===== src/rtl/fp_to_int.sv =====
// Iterative converter from the 13-bit float (sign, 4-bit exp, 8-bit frac) to a 16-bit
// signed integer, truncating toward zero; one left shift per clock, valid/ready on both sides.
//
// state | meaning
// IDLE  | waiting for an input, in_ready high
// SHIFT | scaling the fraction by 2^exp, one bit per cycle
// DONE  | result held, out_valid high until accepted
module fp_to_int (
    input  logic        clk,
    input  logic        reset,
    input  logic        in_valid,
    output logic        in_ready,
    input  logic        sign_in,
    input  logic [3:0]  exp_in,
    input  logic [7:0]  frac_in,
    output logic        out_valid,
    input  logic        out_ready,
    output logic [15:0] int_out,
    output logic        inexact
);

    typedef enum logic [1:0] {
        IDLE  = 2'd0,
        SHIFT = 2'd1,
        DONE  = 2'd2
    } state_t;

    state_t      state;
    state_t      state_nxt;
    logic [22:0] work;
    logic [3:0]  cnt;
    logic        sign_q;
    logic [15:0] mag_ext;
    logic [15:0] result;

    always_ff @(posedge clk or posedge reset) begin
        if (reset) begin
            state <= IDLE;
        end else begin
            state <= state_nxt;
        end
    end

    always_comb begin
        state_nxt = state;
        in_ready  = 1'b0;
        out_valid = 1'b0;
        case (state)
            IDLE: begin
                in_ready = 1'b1;
                if (in_valid) begin
                    state_nxt = SHIFT;
                end
            end
            SHIFT: begin
                if (cnt == 4'd0) begin
                    state_nxt = DONE;
                end
            end
            DONE: begin
                out_valid = 1'b1;
                if (out_ready) begin
                    state_nxt = IDLE;
                end
            end
            default: state_nxt = IDLE;
        endcase
    end

    // The integer part sits above the 8 fraction bits; max magnitude 32640 needs no saturation.
    assign mag_ext = {1'b0, work[22:8]};
    assign result  = sign_q ? (~mag_ext + 16'd1) : mag_ext;

    always_ff @(posedge clk or posedge reset) begin
        if (reset) begin
            work    <= '0;
            cnt     <= '0;
            sign_q  <= 1'b0;
            int_out <= '0;
            inexact <= 1'b0;
        end else begin
            case (state)
                IDLE: begin
                    if (in_valid) begin
                        work   <= {15'd0, frac_in};
                        cnt    <= exp_in;
                        sign_q <= sign_in;
                    end
                end
                SHIFT: begin
                    if (cnt != 4'd0) begin
                        work <= work << 1;
                        cnt  <= cnt - 4'd1;
                    end else begin
                        int_out <= result;
                        inexact <= |work[7:0];
                    end
                end
                default: ;
            endcase
        end
    end

endmodule


===== config.mk =====
export PLATFORM = sky130hd
export DESIGN_NAME = fp_to_int
export DESIGN_NICKNAME = d
export VERILOG_FILES = /design/src/rtl/fp_to_int.sv
export SDC_FILE = /design/constraint.sdc
export NUM_CORES = 1
export LEC_CHECK = 0
export CORE_ASPECT_RATIO = 1.25
export CORE_MARGIN = 1.5
export CORE_UTILIZATION = 31
export CTS_CLUSTER_DIAMETER = 40
export CTS_CLUSTER_SIZE = 40
export DETAILED_ROUTE_END_ITERATION = 10
export SYNTH_ARGS = -nofsm -noshare
export SYNTH_HDL_FRONTEND = slang
export SYNTH_SLANG_ARGS = --single-unit

===== constraint.sdc =====
create_clock -name clk -period 2.16 [get_ports clk]
set_input_delay 0.432 -clock clk [delete_from_list [all_inputs] [get_ports clk]]
set_output_delay 0.432 -clock clk [all_outputs]
set_load 0.005 [all_outputs]

# Word-level counts from Yosys, hierarchy flattened

Cells that the tools add are included.
Widths: inputs -> output; s select.

$add $sub $neg: 2
Eq/ne operators: 6
Multiplexer cells: 13
Bitwise operators: 2
Reduce and logical (&&, ||, !) cells: 9

Operators with widths:

| cell                  | count |
|---|---|
| $mux 23               | 2 |
| $pmux 23 s2           | 1 |
| $add 16x1->16 const B | 1 |
| $mux 16               | 1 |
| $not 15->16           | 1 |
| $mux 4                | 2 |
| $ne 2x2->1 const B    | 4 |
| $pmux 4 s2            | 1 |
| $reduce_or 8->1       | 1 |
| $mux 2                | 3 |
| $pmux 2 s3            | 1 |
| $reduce_and 3->1      | 2 |
| $logic_not 4->1       | 1 |
| $reduce_and 2->1      | 2 |
| $reduce_bool 4->1     | 1 |
| $sub 4x1->4 const B   | 1 |
| $eq 2x1->1 const B    | 1 |
| $eq 2x2->1 const B    | 1 |
| $logic_not 2->1       | 1 |
| $mux 1                | 2 |
| $reduce_bool 2->1     | 1 |
| $not 1->1             | 1 |

Flip-flop bits (word level): 47
Input port bits: 17
Output and inout bits: 19
Logic and storage cells: 38

# Logic depth before layout (Yosys ltp)

Word-level depth: 3
Depth in mapped cells: 8
Depth with buffers taken out: 7

# Worst setup path before layout

OpenSTA, ideal clock, no wires.

Path type: reg2reg
From: reg work[8]
To: reg int_out[13]
Library setup time: 0.126 ns
Arrival: 1.755 ns
Data required time: 2.034 ns
Slack: 0.279 ns
Cell stages (with the launch flop): 6
Buffers on the path: 0
Period minus slack after synthesis: 1.881 ns
Cell sequence: dfrtp_1 or4_4 or4b_4 nand2_2 xor2_2 o21ai_1

Word-level cells in the longest chain between the ends: 3

Ends and longest elaborated chain:

| what                   | line | text |
|---|---|---|
| start, declared        | 30   | `logic [22:0] work;` |
| start signal, assigned | 85   | `work <= {15'd0, frac_in};` |
| start signal, assigned | 92   | `work <= work << 1;` |
| $not 15->16            | 72   | `assign result = sign_q ? (~mag_ext + 16'd1) : mag_ext;` |
| $add 16x1->16          | 72   |  |
| $mux 16                | 72   |  |
| end signal, assigned   | 95   | `int_out <= result;` |
| end, declared          | 18   | `output logic [15:0] int_out,` |

No other way between the ends.
A chain may end at the register's enable or synchronous reset.

# Final worst setup path

Ends and elaborated chain as after synthesis.

==> impl_summary.log <==
INFO  metric main_combinational_cell_family_by_area_after_synthesis = simple AND/OR/NAND/NOR gates
INFO  metric use_met2 = 0.223
INFO  metric placement.cell_area = 2710 um2
INFO  metric area_growth = 25.5%
INFO  metric mappedNetlistNets = 254
INFO  metric grt_max_degree = 48
INFO  metric port_buffer_count = 35
INFO  metric fmax = 0.509 GHz
INFO  metric sequential_cell_area_fraction_in_the_yosys_report = 0.530
INFO  metric mux_cell_area_share_after_synthesis = 0.0411
INFO  metric criticalPathCategory = flop to flop
INFO  metric synth_fa_ha_area_frac = 0.0113
INFO  metric antenna-diode-count = 0
INFO  metric syn_avg_cell_area = 9.45 um2
INFO  metric ir_worst_vdd = 0.000645 V
INFO  metric dp_hpwl = 3010 um
INFO  metric fp.coreArea = 6930 um2
INFO  metric syn_inst = 235
INFO  metric first_pass_grt_wire_length = 7880 um
INFO  metric critical_path.reg2reg.endpoint = int_out[13]$_DFFE_PP0P_
INFO  metric die_area = 7680 um2
INFO  metric synthesized_area_fraction_occupied_by_xor_and_xnor_cells = 0.0586
INFO  metric initial_standard_cell_utilization_of_the_core = 0.320
INFO  metric cts_resized = 0
INFO  metric hold_class = input port to async pin
INFO  metric rr_startpoint = work[8]$_DFFE_PP0P_
INFO  metric htree_levels = 2
INFO  metric routabilityCongestion = 0.742
INFO  metric timing.max_cap.violations = 0
INFO  metric first_global_vias = 1,739
INFO  metric crit_start = work[8]$_DFFE_PP0P_
INFO  metric grt-ovfl-total = 0
INFO  metric timing.critical_path.fanout_max = 5
INFO  metric crit_arrival = 2.15 ns
INFO  metric timing.slew.headroom = 0.636
INFO  metric p_leak = 1.32 nW
INFO  metric routed_wire_length_per_instance = 12.1 um
INFO  metric report.final.setup_viol = 0
INFO  metric fin_tns_setup = 0 ns
INFO  metric final_layout_size_suffix_gt1_frac = 0.0809
INFO  metric initialDrtViolationCount = 77
INFO  metric placementRows = 34
INFO  metric clock_sinks = 47
INFO  metric dr_pass1_iterations = 4
INFO  metric finalCoreUtilization = 0.402
INFO  metric overall_track_demand_over_capacity_in_global_routing = 0.130
INFO  metric routed_via_density = 4.75
INFO  metric setup_ws = 0.195 ns
INFO  metric power-per-cell-area = 1470 nW/um2
INFO  metric grt_util_met3 = 0.0282
INFO  metric wl = 4390 um
INFO  metric floorplan.die.height = 97.6 um
INFO  metric final_common_cell = nand2_1
INFO  metric drt_drc_violations_left = 0
INFO  metric holdBufCountCts = 0
INFO  metric crit_path_end = int_out[13]$_DFFE_PP0P_
INFO  metric worst-endpoint-required = 2.34 ns
INFO  metric netlist-cell-type-count = 32
INFO  metric cts_inserted_buffers = 5
INFO  metric ys_warn_count = 0
INFO  metric mappedNetlistArea = 2220 um2
INFO  metric io_pins = 36
INFO  metric reg2reg_slack = 0.19 ns
INFO  metric netlist.top_cell.by_area = dfrtp_1
INFO  metric clkLatencyLatePin = 0.30 ns
INFO  metric synth_top_area_frac = 0.530
INFO  metric netlist_top_cells_area = dfrtp_1, nand2_1, o21ai_0
INFO  metric share_of_synthesized_cell_area_in_and_or_nand_and_nor_gates = 0.188
INFO  metric finalMaxSlewViolations = 0
INFO  metric timing.final.crit_share = 0.910
INFO  metric die_width = 78.7 um
INFO  metric crit_path_end_kind = flop
INFO  metric transition_time_at_the_pin_with_the_least_slew_margin = 0.546 ns
INFO  metric grt_most_used_layer = met2
INFO  metric grt_antenna_before_repair = 0
INFO  metric dr_total_vias = 1,720
INFO  metric grt_setup_unrepaired = no
INFO  metric global_route.usage.met1 = 0.153
INFO  metric final_hold_viol_count = 0
INFO  metric tritoncts = yes
INFO  metric layout.cells.most_common_list = nand2_1, dfrtp_1, clkdlybuf4s50_1
INFO  metric clock_tree.buffer_depth = 2
INFO  metric synth_seq_cells = 47
INFO  metric ant_nets = 0
INFO  metric critPathLaunchType = flop
INFO  metric detailedPlace.worstSlack = 0.203 ns
INFO  metric outcome = finished, final reports clean
INFO  metric clock_skew = 0.00970 ns
INFO  metric clockRootBuffer = clkbuf_8
INFO  metric cells_on_worst_reg2reg_path = 5
INFO  metric finalInstanceArea = 2790 um2
INFO  metric cts_setup_buffers = 0
INFO  metric synth-compound-area-share = 0.135
INFO  metric post-route-min-period = 1.97 ns
INFO  metric nets = 290
INFO  metric register_clock_pin_slew_on_the_reported_worst_setup_and_hold_paths = 0.09 ns
## stage by stage
| stage | total power [W] | hold slack (ns) | std cells |
|---|---|---|---|
| after CTS | 0.00417 | 0.485 | 362 |
| final | 0.00411 | 0.479 | 362 |
| after detailed placement | 0.00365 | 0.465 | 354 |
| after global routing | 0.00451 | 0.495 | 362 |
| after global placement | 0.00360 | 0.460 | 354 |
| after floorplan | 0.00294 | 0.466 | 235 |
## cell families (layout without fill, tap and decap cells)
family,Yosys count,in the layout
adder cells (fa/ha/maj),2,2
buffers and inverters,21,58
flip-flops,47,47
XOR/XNOR,14,14
multiplexers,9,9
AND/OR/NAND/NOR,91,91
AO/OA/AOI/OAI,51,51
## final cells by class
type	instances	area, um2
timing repair buffer	43	423
tap	90	113
fill	717	4150
multi-input combinational	167	967
inverter	7	26.3
clock inverter	1	5.00
sequential	47	1180
clock buffer	7	76.3
## worst max-delay path, cell delays in order (launching register included)
cell,delay (ns)
dfrtp_1,0.42
or4_4,0.58
or4b_4,0.56
nand2_2,0.10
xor2_2,0.13
o21ai_1,0.06
## Yosys cell counts (all sizes together)
| cell type | instances |
|---|---|
| nand2 | 57 |
| dfrtp | 47 |
| o21ai | 32 |
| nand3 | 15 |
| clkbuf | 14 |
| xor2 | 12 |
| mux2i | 8 |
| inv | 7 |
| o31ai | 6 |
| a21oi | 4 |
| nor2 | 4 |
| nor2b | 3 |
| o41ai | 3 |
| or3 | 3 |
| ha | 2 |
| nand2b | 2 |
| nor4 | 2 |
| or4 | 2 |
| xnor2 | 2 |
| a211o | 1 |
| a21o | 1 |
| a221oi | 1 |
| a32o | 1 |
| mux2 | 1 |
| nor3 | 1 |
| nor3b | 1 |
| o211ai | 1 |
| o22ai | 1 |
| or4b | 1 |
## worst min path at each step
stage	startpoint	endpoint	slack, ns	cells past startpoint
2_1_floorplan	cnt[0]$_DFFE_PP0P_	cnt[0]$_DFFE_PP0P_	0.47	1
3_3_place_gp	int_out[6]$_DFFE_PP0P_	int_out[6]$_DFFE_PP0P_	0.46	2
5_1_grt	reset	work[11]$_DFFE_PP0P_	0.50	3
6_report	reset	int_out[0]$_DFFE_PP0P_	0.48	3
4_1_cts	reset	work[11]$_DFFE_PP0P_	0.49	3
3_5_place_dp	inexact$_DFFE_PP0P_	inexact$_DFFE_PP0P_	0.46	1
## power breakdown
part	total [W]	switching [W]	internal (W)
sequential	0.00159	0.000349	0.00124
clock	0.000515	0.000287	0.000228
combinational	0.00201	0.000985	0.00102
## state kept, by name, summed over array words and instances, names as in the netlist
name	cells
work	23
sign_q	1
cnt	4
state	2
int_out	16
inexact	1
## layer usage
layer	vias to the layer above	routed length [um]
met2	37	2130
met3	8	178
met5	-	0
met1	796	1980
met4	0	102
li1	879	-
Power figures use the tool's default switching activity.
